**config.mk**
```make
export PLATFORM = sky130hd
export DESIGN_NAME = mem_port_arbiter
export DESIGN_NICKNAME = d
export VERILOG_FILES = /design/src/rtl/mem_port_arbiter.sv
export SDC_FILE = /design/constraint.sdc
export NUM_CORES = 1
export LEC_CHECK = 0
export CORE_AREA = 2 2 261 263
export DETAILED_ROUTE_END_ITERATION = 10
export DIE_AREA = 0 0 263 265
export PLACE_DENSITY_LB_ADDON = 0.1
export SLEW_MARGIN = 30
export SYNTH_ARGS = -nofsm -noshare
export SYNTH_HDL_FRONTEND = slang
export SYNTH_SLANG_ARGS = --single-unit
```
**constraint.sdc**
```tcl
create_clock -name Clk -period 6.8 [get_ports Clk]
set_input_delay 1.36 -clock Clk [delete_from_list [all_inputs] [get_ports Clk]]
set_output_delay 1.36 -clock Clk [all_outputs]
set_load 0.01 [all_outputs]
```
**src/rtl/mem_port_arbiter.sv**
```systemverilog
// mem_port_arbiter: sole owner of the 16-bit SRAM port, sequencing fetch, vector load/store
// and scalar store transfers. Define ARB_RR_EN for round-robin instead of fixed priority.
module mem_port_arbiter #(
  parameter int AW        = 16,
  parameter int DW        = 16,
  parameter int BURST_LEN = 16
) (
  input  logic                    Clk,
  input  logic                    Reset_n,
  input  logic                    if_req,
  input  logic [AW-1:0]           if_addr,
  output logic [DW-1:0]           if_data,
  output logic                    if_done,
  input  logic                    vld_req,
  input  logic [AW-1:0]           vld_addr,
  output logic [DW*BURST_LEN-1:0] vld_data,
  output logic                    vld_done,
  input  logic                    vst_req,
  input  logic [AW-1:0]           vst_addr,
  input  logic [DW*BURST_LEN-1:0] vst_data,
  output logic                    vst_done,
  input  logic                    sst_req,
  input  logic [AW-1:0]           sst_addr,
  input  logic [DW-1:0]           sst_data,
  output logic                    sst_done,
  output logic [AW-1:0]           Addr,
  output logic                    RD,
  output logic                    WR,
  output logic [DW-1:0]           DataOut,
  input  logic [DW-1:0]           DataIn,
  output logic                    busy,
  output logic [1:0]              grant
);

  localparam int VW = DW * BURST_LEN;
  localparam int BW = $clog2(BURST_LEN);
  localparam logic [BW-1:0] LAST_BEAT = BW'(BURST_LEN - 1);

  localparam logic [1:0] ID_IF  = 2'd0;
  localparam logic [1:0] ID_VLD = 2'd1;
  localparam logic [1:0] ID_VST = 2'd2;
  localparam logic [1:0] ID_SST = 2'd3;

  typedef enum logic [1:0] {
    IDLE  = 2'd0,
    XFER  = 2'd1,
    DRAIN = 2'd2,
    DONE  = 2'd3
  } state_t;

  state_t         state_r;
  state_t         state_nx_s;
  logic [3:0]     req_s;
  logic           win_valid_s;
  logic [1:0]     win_id_s;
  logic           win_read_s;
  logic [AW-1:0]  win_addr_s;
  logic [VW-1:0]  win_wdata_s;
  logic           grant_en_s;

  logic [AW-1:0]  base_r;
  logic [VW-1:0]  wdata_r;
  logic [BW-1:0]  beat_r;
  logic           is_read_s;
  logic           is_burst_s;
  logic           last_beat_s;

  logic [AW-1:0]  addr_nx_s;
  logic           rd_nx_s;
  logic           wr_nx_s;
  logic [DW-1:0]  dout_nx_s;
  logic [BW-1:0]  beat_nx_s;
  logic [3:0]     done_nx_s;
  logic           busy_nx_s;

  logic           cap_valid_r;
  logic [BW-1:0]  cap_idx_r;
  logic [DW-1:0]  wword_s [BURST_LEN];
  logic [DW-1:0]  vbuf_r  [BURST_LEN];

  // Word views of the latched store vector and of the load gather buffer
  for (genvar g = 0; g < BURST_LEN; g++) begin : g_slice
    assign wword_s[g]              = wdata_r[g*DW +: DW];
    assign vld_data[g*DW +: DW]    = vbuf_r[g];
  end

  assign req_s      = {sst_req, vst_req, vld_req, if_req};
  assign grant_en_s = (state_r == IDLE) && win_valid_s;
  assign win_read_s = (win_id_s == ID_IF) || (win_id_s == ID_VLD);
  assign is_read_s  = (grant == ID_IF) || (grant == ID_VLD);
  assign is_burst_s = (grant == ID_VLD) || (grant == ID_VST);
  assign last_beat_s = is_burst_s ? (beat_r == LAST_BEAT) : (beat_r == {BW{1'b0}});

`ifdef ARB_RR_EN
  logic [1:0] ptr_r;

  // Round-robin search: first requester strictly after the last owner, wrapping 3 -> 0
  function automatic logic [2:0] pick_rr(input logic [3:0] req, input logic [1:0] ptr);
    logic [2:0] res;
    logic [1:0] idx;
    res = 3'b000;
    for (int k = 4; k >= 1; k--) begin
      idx = ptr + 2'(k);
      res = req[idx] ? {1'b1, idx} : res;
    end
    return res;
  endfunction

  assign {win_valid_s, win_id_s} = pick_rr(req_s, ptr_r);

  // Remember the last owner so the next search starts just past it
  always_ff @(posedge Clk or negedge Reset_n) begin
    if (!Reset_n) begin
      ptr_r <= 2'd3;
    end else if (grant_en_s) begin
      ptr_r <= win_id_s;
    end
  end
`else
  function automatic logic [2:0] pick_fixed(input logic [3:0] req);
    logic [2:0] res;
    if (req[3]) begin
      res = {1'b1, ID_SST};
    end else if (req[2]) begin
      res = {1'b1, ID_VST};
    end else if (req[1]) begin
      res = {1'b1, ID_VLD};
    end else if (req[0]) begin
      res = {1'b1, ID_IF};
    end else begin
      res = 3'b000;
    end
    return res;
  endfunction

  assign {win_valid_s, win_id_s} = pick_fixed(req_s);
`endif

  // Address and write data belonging to the arbitration winner
  always_comb begin
    win_addr_s  = if_addr;
    win_wdata_s = {VW{1'b0}};
    case (win_id_s)
      ID_IF: begin
        win_addr_s  = if_addr;
        win_wdata_s = {VW{1'b0}};
      end
      ID_VLD: begin
        win_addr_s  = vld_addr;
        win_wdata_s = {VW{1'b0}};
      end
      ID_VST: begin
        win_addr_s  = vst_addr;
        win_wdata_s = vst_data;
      end
      ID_SST: begin
        win_addr_s  = sst_addr;
        win_wdata_s = {{(VW-DW){1'b0}}, sst_data};
      end
      default: begin
        win_addr_s  = if_addr;
        win_wdata_s = {VW{1'b0}};
      end
    endcase
  end

  // State register
  always_ff @(posedge Clk or negedge Reset_n) begin
    if (!Reset_n) begin
      state_r <= IDLE;
    end else begin
      state_r <= state_nx_s;
    end
  end

  // Next-state logic: reads need one drain cycle for the final beat
  always_comb begin
    state_nx_s = state_r;
    case (state_r)
      IDLE: begin
        if (win_valid_s) begin
          state_nx_s = XFER;
        end else begin
          state_nx_s = IDLE;
        end
      end
      XFER: begin
        if (last_beat_s) begin
          state_nx_s = is_read_s ? DRAIN : DONE;
        end else begin
          state_nx_s = XFER;
        end
      end
      DRAIN:   state_nx_s = DONE;
      DONE:    state_nx_s = IDLE;
      default: state_nx_s = IDLE;
    endcase
  end

  // Output logic: next values of the registered port signals and the beat counter
  always_comb begin
    addr_nx_s = Addr;
    rd_nx_s   = 1'b0;
    wr_nx_s   = 1'b0;
    dout_nx_s = DataOut;
    beat_nx_s = beat_r;
    case (state_r)
      IDLE: begin
        if (win_valid_s) begin
          addr_nx_s = win_addr_s;
          beat_nx_s = {BW{1'b0}};
          rd_nx_s   = win_read_s;
          wr_nx_s   = !win_read_s;
          dout_nx_s = win_wdata_s[DW-1:0];
        end else begin
          beat_nx_s = {BW{1'b0}};
        end
      end
      XFER: begin
        if (!last_beat_s) begin
          beat_nx_s = beat_r + {{(BW-1){1'b0}}, 1'b1};
          addr_nx_s = base_r + {{(AW-BW){1'b0}}, beat_nx_s};
          rd_nx_s   = is_read_s;
          wr_nx_s   = !is_read_s;
          dout_nx_s = is_read_s ? DataOut : wword_s[beat_nx_s];
        end else begin
          rd_nx_s = 1'b0;
          wr_nx_s = 1'b0;
        end
      end
      DRAIN, DONE: begin
        rd_nx_s = 1'b0;
        wr_nx_s = 1'b0;
      end
      default: begin
        rd_nx_s = 1'b0;
        wr_nx_s = 1'b0;
      end
    endcase

    if (state_nx_s == DONE) begin
      done_nx_s = 4'b0001 << grant;
    end else begin
      done_nx_s = 4'b0000;
    end
    busy_nx_s = (state_nx_s != IDLE);
  end

  // Port, handshake and per-transfer context registers
  always_ff @(posedge Clk or negedge Reset_n) begin
    if (!Reset_n) begin
      Addr     <= {AW{1'b0}};
      RD       <= 1'b0;
      WR       <= 1'b0;
      DataOut  <= {DW{1'b0}};
      beat_r   <= {BW{1'b0}};
      busy     <= 1'b0;
      grant    <= 2'd0;
      base_r   <= {AW{1'b0}};
      wdata_r  <= {VW{1'b0}};
      if_done  <= 1'b0;
      vld_done <= 1'b0;
      vst_done <= 1'b0;
      sst_done <= 1'b0;
    end else begin
      Addr     <= addr_nx_s;
      RD       <= rd_nx_s;
      WR       <= wr_nx_s;
      DataOut  <= dout_nx_s;
      beat_r   <= beat_nx_s;
      busy     <= busy_nx_s;
      {sst_done, vst_done, vld_done, if_done} <= done_nx_s;
      if (grant_en_s) begin
        grant   <= win_id_s;
        base_r  <= win_addr_s;
        wdata_r <= win_wdata_s;
      end
    end
  end

  // Read capture: DataIn belongs to the beat strobed one cycle earlier
  always_ff @(posedge Clk or negedge Reset_n) begin
    if (!Reset_n) begin
      cap_valid_r <= 1'b0;
      cap_idx_r   <= {BW{1'b0}};
      if_data     <= {DW{1'b0}};
      for (int k = 0; k < BURST_LEN; k++) begin
        vbuf_r[k] <= {DW{1'b0}};
      end
    end else begin
      cap_valid_r <= RD;
      cap_idx_r   <= beat_r;
      if (cap_valid_r) begin
        if (grant == ID_IF) begin
          if_data <= DataIn;
        end else begin
          vbuf_r[cap_idx_r] <= DataIn;
        end
      end
    end
  end

endmodule

```
---- Word level (Yosys, flattened, before mapping) ----
Cells that the tools add are included.
word-level totals
  bits in registers ....................... 596
  input bits .............................. 358
  output and inout bits ................... 313
  word-level logic and storage cells ...... 108
cells by class
  $add $sub $neg .......................... 2
  $lt $le $gt $ge ......................... 3
  equal/unequal tests ..................... 13
  shift operators ......................... 1
  mux-type cells .......................... 33
  bitwise gates (word level) .............. 3
  reduce and logical (&&, ||, !) cells .... 20
operator list
  cell                                                      number
  one-hot mux 256 bit (3 select lines)                      1
  bitwise mux 256 bit                                       1
  two-way mux 16 bit                                        8
  binary-select mux 16 bit (select 4 bit)                   1
  demux 16 bit (select 4 bit)                               1
  one-hot mux 16 bit (2 select lines)                       2
  one-hot mux 16 bit (4 select lines)                       1
  adder 16 x 4 -> 16 bit                                    1
  == test 2 bit, second input constant                      6
  two-way mux 3 bit                                         4
  greater-or-equal comparator 5 bit, second input constant  2
  NOT 4 -> 5 bit                                            2
  two-way mux 4 bit                                         2
  one-hot mux 2 bit (4 select lines)                        1
  one-hot mux 4 bit (2 select lines)                        1
  two-way mux 1 bit                                         7
  == test 2 x 1 -> 1 bit, second input constant             3
  logical NOT 2 bit                                         3
  inequality test 2 bit, second input constant              3
  one-hot mux 1 bit (3 select lines)                        2
  AND reduction 2 bit                                       3
  < comparator 5 x 1 -> 1 bit, second input constant        1
  adder 4 x 1 -> 4 bit, second input constant               1
  == test 4 bit, second input constant                      1
  other kinds (11)                                          17

---- Depth between registers and ports, before layout ----
Gate-level depths: netlist (run 1).
  word-level depth ........................ 9
  mapped depth ............................ 13
  depth with buffers taken out ............ 9

---- Worst setup path after synthesis (run 1) ----
OpenSTA, ideal clock, no wires.
  path type ............................... register to register
  from .................................... reg beat_r[0]
  to ...................................... reg Addr[14]
  setup time .............................. 0.126 ns
  data arrival time ....................... 3.685 ns
  required time ........................... 6.674 ns
  setup slack ............................. 2.989 ns
  cell stages (with the launch flop) ...... 14
  path buffers ............................ 4
  clock period less this slack ............ 3.811 ns
  path through ............................ dfrtp_1 buf_2 buf_2 inv_1 ha_1 clkbuf_1 buf_1 inv_1 fa_1 nand2b_1 a21boi_0 o2111ai_1 xnor2_1 a221o_1
between the ends
  cells in the longest elaborated chain, start to end .. 4
  elaborated cells on any way between the ends .. 9
  those cells by class .................... add/sub (2); eq/ne (2); mux (3); reduce/logical (2)
RTL lines
  element                                                                     line     RTL
  start: declaration                                                          63       logic [BW-1:0] beat_r;
  start signal: assignment                                                    256      beat_r <= {BW{1'b0}};
  start signal: assignment                                                    270      beat_r <= beat_nx_s;
  adder 4 x 1 -> 4 bit (tied with other cells)                                221      beat_nx_s = beat_r + {{(BW-1){1'b0}}, 1'b1};
  adder 16 x 4 -> 16 bit or two-way mux 1 bit (tied branches)                 222, 92
  two-way mux 16 bit or inequality test 2 bit (tied branches)                 -
  one-hot mux 16 bit (2 select lines) or AND reduction 3 bit (tied branches)  -
  end signal: assignment                                                      252      Addr <= {AW{1'b0}};
  end signal: assignment                                                      266      Addr <= addr_nx_s;
  end: declaration                                                            26       output logic [AW-1:0] Addr,
Several ways; a longest one is shown, not always the timed one. The select of a mux whose other input is x is not followed.
A chain may end at the register's enable or synchronous reset.

---- Worst setup path in the final report (run 1) ----
  from .................................... reg beat_r[0]
  to ...................................... reg Addr[13]
Same word-level chain as after synthesis.

==> implementation parameters, run 1 <==
Parameter                              Value

Route
  Number of nets with antenna violations after detailed routing ... 0
  Wirelength, routed ... 87,000 µm
  Via count of the routed design ... 19,700
  Post-DR vias/cell ... 5.13
  Post-detailed-route wirelength per cell ... 22.7 µm
  Detailed-routing iteration count for the pre-antenna-repair pass ... 4
  DR DRC count ... 0
  Initial DRC Count ... 1,300

Clock tree
  CTS sink count ... 596
  Post-CTS Hold Buffers ... 0
  Worst-skew pair later-pin latency ... 0.59 ns
  Total clock buffers created by CTS ... 68
  TritonCTS clock tree ... yes
  Root buffer selected by CTS ... sky130_fd_sc_hd__clkbuf_16
  CTS H-Tree Depth ... 3
  Post-CTS sizing ... 0
  Post-CTS setup buffers ... 0
  Reg clk slew, reported paths ... 0.06 ns
  Longest Clk Path Bufs ... 3

Synthesis
  Largest area contributor in the synthesized netlist ... sky130_fd_sc_hd__dfrtp_1
  Ranking of synthesized cells by instance count ... sky130_fd_sc_hd__nand2_1 (632), sky130_fd_sc_hd__dfrtp_1 (596), sky130_fd_sc_hd__o21ai_0 (310)
  Number of register bits inferred by synthesis ... 596
  EDFF count, synth ... 0
  Post-synthesis cell area ... 26,100 µm²
  Most frequently used cell type in the post-synthesis netlist ... sky130_fd_sc_hd__nand2_1
  Synthesized Nets ... 2,689
  Syn. warnings ... 0
  Leading post-synthesis cells by cell area ... sky130_fd_sc_hd__dfrtp_1 (57%), sky130_fd_sc_hd__mux2_2 (12%), sky130_fd_sc_hd__nand2_1 (9.1%), sky130_fd_sc_hd__o21ai_0 (5.9%), sky130_fd_sc_hd__mux4_2 (5.5%)
  Synthesized area per cell ... 11.3 µm²
  Async S/R FF share, synth ... 100%
  Most used flip-flop cell after synthesis ... sky130_fd_sc_hd__dfrtp_1
  Netlist cell types ... 55
  Yosys top cell area share ... 57.1%
  Sequential fraction of the synthesis area ... 57.1%
  Post-synthesis instance total ... 2,320

Setup path
  R2R depth ... 9
  Arrival time at the worst endpoint ... 4.73 ns
  Startpoint of the worst register-to-register path ... beat_r[0]
  Crit end category ... flip-flop
  Register-to-register path setup slack ... 2.54 ns
  Largest fanout on the critical path ... 48
  Endpoint of the most critical register-to-register path ... Addr[13]
  Critical path start-end classification ... reg2reg
  Critical Path RT ... 7.27 ns
  Startpoint class of the critical path ... flip-flop

Timing
  PnR worst setup slack ... 2.54 ns
  Setup-violating endpoint count in the final report ... 0
  Worst slew margin relative to its limit ... 35.9%
  Slew at the pin closest to its max-slew limit ... 0.951 ns
  Number of hold violations in the final report ... 0
  Post-route clock skew ... 0.0154 ns
  Number of max-slew violations in the final report ... 0
  Portion of the clock cycle consumed by the worst path in the final layout ... 62.6%
  Final min period ... 4.26 ns
  RSZ-0062 raised after global routing ... no
  TNS Setup ... 0 ns
  Peak clock frequency supported by timing ... 235 MHz

Placement
  Setup slack after placement ... 2.45 ns
  Count of buffers inserted at the top-level ports ... 670
  Last weighted congestion value of the routability-driven placer ... 0.851
  Placed wire-length estimate after detailed placement ... 63,800 µm
  Cell total after placement ... 3,716

Hold path
  Worst Hold End ... cap_valid_r
  Cell depth of the worst hold path ... 0
  Hold path start ... RD
  Worst Hold Class ... reg2reg

Global routing
  Maximum number of pins on one net before global-route repair ... 176
  Number of global-route vias before repair ... 20,300
  Global-route usage over all layers ... 24.7%
  Global-route wire length before repair ... 130,000 µm
  Overflow after GRT ... 0
  Number of antenna violations at the first check in global routing ... 2

Power
  Maximum vdd ir drop ... 0.301 mV
  Logic pwr share ... 42.5%
  Sw Pwr ... 6.15 mW
  Pwr per Cell Area ... 481 nW/µm²
  Internal power ... 11.1 mW
  Leakage power ... 15.4 nW
  Sequential Power Share ... 36.0%
  Proportion of total power due to net switching ... 35.7%
  Part of the total power dissipated in the clock network ... 21.5%

Floorplanning
  Starting Density ... 39.1%
  Io pins ... 671
  Floorplan row count ... 95
  Die footprint ... 69,700 µm²
  Die height ... 265 µm
  Chip width ... 263 µm
  Core footprint ... 66,800 µm²

Layout
  Fraction of layout cells with a size suffix above 1 ... 16.7%
  Fill cells ... 5,822
  Final net count ... 3,283
  Finished Layout Cells ... 3,837
  Area added between synthesis and finish ... 37.1%

Job
  Max capacitance violation total ... 0

Run status
  Run status ... finished, final reports clean
[power groups by stage]
stage	Clock, mW	Sequential [mW]	Combinational [mW]
floorplan	0	6.30	3.69
global placement	0	6.18	7.26
detailed placement	0	6.26	7.40
CTS	3.78	6.21	7.41
global route	3.92	6.41	7.89
finish	3.70	6.20	7.33
[logic make-up after synthesis]
| kind of cell | count (synthesis) | share of synthesized area [%] |
|---|---|---|
| compound gates | 391 | 8.30 |
| xor+xnor | 12 | 0.431 |
| fa+ha+maj | 11 | 0.555 |
| buf+inv | 184 | 3.20 |
| flops | 596 | 57.1 |
| mux | 383 | 19.1 |
| simple gates | 743 | 11.4 |
[final cells by class]
class	instances	area (µm²)	share of cell area, %
Timing Repair Buffer	695	7050	19.7
Sequential cell	596	14900	41.6
Antenna cell	3	7.51	0.0210
Multi-Input combinational cell	1540	10500	29.2
Tap cell	873	1090	3.05
Clock inverter	15	184	0.513
Clock buffer	102	2070	5.77
Inverter	13	48.8	0.136
[state kept, by name, summed over array words and instances, names as in the netlist, 2 cells and up]
signal / cells
DataOut: 16
beat_r: 4
state_r: 2
cap_idx_r: 4
vld_data: 256
grant: 2
Addr: 16
base_r: 16
wdata_r: 256
if_data: 16
[metal layers]
layer / global-route usage [%] / vias up / part of all wire (%)
met2: 43.6 / 563 / 51
met3: 5.17 / 105 / 5.7
li1: - / 9143 / -
met5: 0 / - / 0
met1: 30.2 / 9875 / 40
met4: 8.23 / 0 / 2.7
[layout by cell type (no fill, tap or decap), drive strengths merged, types with 7 or more instances in the layout]
master and count:
a21o 8, a31oi 18, buf 28, clkbuf 102, clkdlybuf4s50 667, clkinv 10
dfrtp 596, ha 10, inv 12, mux2 275, mux2i 44, mux4 64
nand2 632, nand3 21, nor2 36, nor2b 17, nor3 7, nor3b 9
o211ai 8, o21ai 312, o31ai 8, xnor2 7
[stage by stage]
stage | area (µm²) | total power, mW | hold slack [ns] | util, %
6_report | 35800 | 17.2 | 0.387 | 53.6
5_1_grt | 35800 | 18.2 | 0.407 | 53.6
4_1_cts | 35800 | 17.4 | 0.391 | 53.6
3_5_place_dp | 33500 | 13.7 | 0.381 | 50.2
3_3_place_gp | 33500 | 13.4 | 0.374 | 50.1
2_1_floorplan | 26100 | 10.0 | 0.416 | -
[worst max-delay path: stages (launching register included)]
cell,delay [ns]
sky130_fd_sc_hd__dfrtp_4,0.96
sky130_fd_sc_hd__inv_1,0.28
sky130_fd_sc_hd__ha_4,0.60
sky130_fd_sc_hd__buf_4,0.69
sky130_fd_sc_hd__ha_1,0.38
sky130_fd_sc_hd__a211oi_1,0.31
sky130_fd_sc_hd__o21bai_1,0.26
sky130_fd_sc_hd__nand3_1,0.17
sky130_fd_sc_hd__xnor2_1,0.07
sky130_fd_sc_hd__a221o_1,0.31
[how the worst max path moves through the flow]
stage                               to  slack (ns)  depth (start not counted)      start
after floorplan               Addr[14]        2.99                         13  beat_r[0]
after global placement    wdata_r[126]        2.42                          5    vld_req
after detailed placement      Addr[11]        2.45                          9  beat_r[0]
after CTS                     Addr[11]        2.43                          9  beat_r[0]
after global routing          Addr[14]        2.24                          9  beat_r[0]
final                         Addr[13]        2.54                          9  beat_r[0]
Power figures use the tool's default switching activity.
==> run 2: changes to the inputs <==
- CORE_AREA: 2 2 261 263 -> 2 2 259 261
- DIE_AREA: 0 0 263 265 -> 0 0 261 263
- clock period: 6.8 -> 3.58 ns (I/O delays scaled with it)
==> run 2 against run 1 <==
Clock power increased by 91%. Power up 90%. Wire length barely moved. Fmax rose by 48%. First-iteration DRC count up 1.3%. Utilization up 1.3 points. Highest routed layer unchanged. Count of clock-buffer cells in the layout decreased by 1. Non-clock buffer count rose by 31. Sequential power is 89% higher. Final area up 0.68%. Largest power group unchanged. Final cell count up 0.63%.
==> implementation parameters, run 2 (synthesis results as in run 1) <==
Parameter                              Value

Run status
  Run status ... finished, final reports clean

Job
  Max capacitance violation total ... 0 (unchanged)

Clock tree
  Longest Clk Path Bufs ... 3 (unchanged)
  Post-CTS Hold Buffers ... 0 (unchanged)
  Root buffer selected by CTS ... sky130_fd_sc_hd__clkbuf_16
  CTS H-Tree Depth ... 3 (unchanged)
  TritonCTS clock tree ... yes
  Post-CTS setup buffers ... 0 (unchanged)
  CTS sink count ... 596 (unchanged)
  Post-CTS sizing ... 0 (unchanged)
  Reg clk slew, reported paths ... 0.06 ns (about the same)
  Worst-skew pair later-pin latency ... 0.59 ns (about the same)
  Total clock buffers created by CTS ... 66 (-2.9%)

Setup path
  Arrival time at the worst endpoint ... 3.30 ns (-1.43 ns)
  Largest fanout on the critical path ... 16 (-67%)
  Cell chain of the critical path ... inv_1 -> ha_1 -> nor4b_1 -> a41o_1 -> nor2_1 -> a21oi_2 -> o21ai_0
  Slowest cell delay on critical path ... 0.65 ns (-0.31 ns)
  Critical path start-end classification ... reg2reg
  Slowest cell on the critical path ... sky130_fd_sc_hd__a21oi_2
  Startpoint class of the critical path ... flip-flop
  Crit end category ... flip-flop
  Critical Path RT ... 4.00 ns (-3.27 ns)

Placement
  Cell total after placement ... 3,739 (+0.62%)
  Total cell area at the placement stage ... 33,800 µm² (+0.79%)
  Placed wire-length estimate after detailed placement ... 64,800 µm (+1.7%)
  Count of buffers inserted at the top-level ports ... 670 (unchanged)
  Last weighted congestion value of the routability-driven placer ... 0.852 (+0.15%)

Timing
  TNS Setup ... 0 ns (unchanged)
  RSZ-0062 raised after global routing ... no
  Worst slew margin relative to its limit ... 37.0% (+1.1 points)
  Portion of the clock cycle consumed by the worst path in the final layout ... 80.6% (+18 points)
  Peak clock frequency supported by timing ... 347 MHz (+48%)
  Final min period ... 2.88 ns (-1.37 ns)
  Number of hold violations in the final report ... 0 (unchanged)
  Post-route clock skew ... 0.0182 ns (+0.00281 ns)
  Slew at the pin closest to its max-slew limit ... 0.943 ns (-0.00817 ns)
  Number of max-slew violations in the final report ... 0 (unchanged)
  Setup-violating endpoint count in the final report ... 0 (unchanged)

Power
  Leakage power ... 15.5 nW (+1.1%)
  Maximum vdd ir drop ... 0.689 mV (+130%)
  Pwr per Cell Area ... 907 nW/µm² (+89%)

Layout
  Finished Layout Cells ... 3,861 (+0.63%)
  Most common cell after layout, fill and taps aside ... sky130_fd_sc_hd__clkdlybuf4s50_1
  Fraction of layout cells with a size suffix above 1 ... 17.4% (+0.66 points)
  Area added between synthesis and finish ... 38.1%
  Final net count ... 3,312 (+0.88%)
  Final std cell area, no fill ... 36,100 µm² (+0.68%)
  Most frequent cells in the layout ... sky130_fd_sc_hd__clkdlybuf4s50_1 (667), sky130_fd_sc_hd__nand2_1 (631), sky130_fd_sc_hd__dfrtp_1 (595)

Floorplanning
  Die footprint ... 68,600 µm² (-1.5%)
  Die height ... 263 µm (-0.75%)
  Chip width ... 261 µm (-0.76%)
  Core footprint ... 65,600 µm² (-1.8%)
  Starting Density ... 39.8% (+0.70 points)
  Floorplan row count ... 94 (-1.1%)
  Io pins ... 671 (unchanged)

Route
  Wirelength, routed ... 86,900 µm (about the same)
  Number of nets with antenna violations after detailed routing ... 0 (unchanged)
  Detailed-routing iteration count for the pre-antenna-repair pass ... 5 (+1)
  Initial DRC Count ... 1,317 (+1.3%)
  Via count of the routed design ... 19,700 (+0.26%)
  DR DRC count ... 0 (unchanged)
  Post-DR vias/cell ... 5.11 (-0.36%)
  Post-detailed-route wirelength per cell ... 22.5 µm (-0.71%)

Global routing
  Global-route usage over all layers ... 25.2% (+0.44 points)
  Number of global-route vias before repair ... 20,200 (-0.49%)
  Global-route wire length before repair ... 130,000 µm (-0.39%)
  Maximum number of pins on one net before global-route repair ... 135 (-23%)
  Number of antenna violations at the first check in global routing ... 6 (+4)
  Overflow after GRT ... 0 (unchanged)

Hold path
  Worst Hold Class ... in2async
## run 2: stage by stage
stage	utilization, %	worst slack, ns	power [mW]	hold slack, ns
after floorplan	-	0.00913	19.0	0.416
after CTS	55.0	0.685	33.1	0.0851
final	55.0	0.696	32.7	0.0813
after global placement	51.5	0.590	25.6	0.386
after global routing	55.0	0.389	34.7	0.108
after detailed placement	51.5	0.574	26.0	0.403
## run 2: final timing paths
kind / to / slack, ns / cells after the start / start
max in group asynchronous: wdata_r[89] / 2.52 / 2 / Reset_n
setup / recovery: wdata_r[3] / 0.70 / 7 / grant[0]
hold / removal: vld_data[15] / 0.08 / 1 / Reset_n
hold reg to reg: cap_valid_r / 0.42 / 0 / RD
setup reg to reg: wdata_r[3] / 0.70 / 7 / grant[0]
min in group Clk: cap_valid_r / 0.42 / 0 / RD
## run 2: layer usage
metal,wire length [µm],track usage (%),up-vias
li1,-,-,9218
met1,34600,30.9,9828
met2,45000,44.6,589
met4,2210,7.68,0
met3,5060,4.75,103
met5,0,0,-
## run 2: cell type report
type	instances	area, µm²
clock buffer	101	2020
antenna	4	10.0
inverter	13	48.8
tap	864	1080
fill	5609	29600
clock inverter	17	246
sequential	596	14900
timing repair buffer	726	7310
multi-input combinational	1540	10400
## run 2: critical path, delay by kind of cell, from the launching register on
family / cells / cell delay, ns
buf+inv: 1 / 0.09
fa+ha+maj: 1 / 0.32
simple gates: 2 / 0.64
compound gates: 3 / 1.26
flops: 1 / 0.40
## run 2: power breakdown
| part | total [mW] | internal [mW] | switching (mW) |
|---|---|---|---|
| registers | 11.7 | 9.84 | 1.86 |
| logic | 14.0 | 6.98 | 7.01 |
| clock network | 7.05 | 4.32 | 2.73 |
| total | 32.7 | 21.1 | 11.6 |
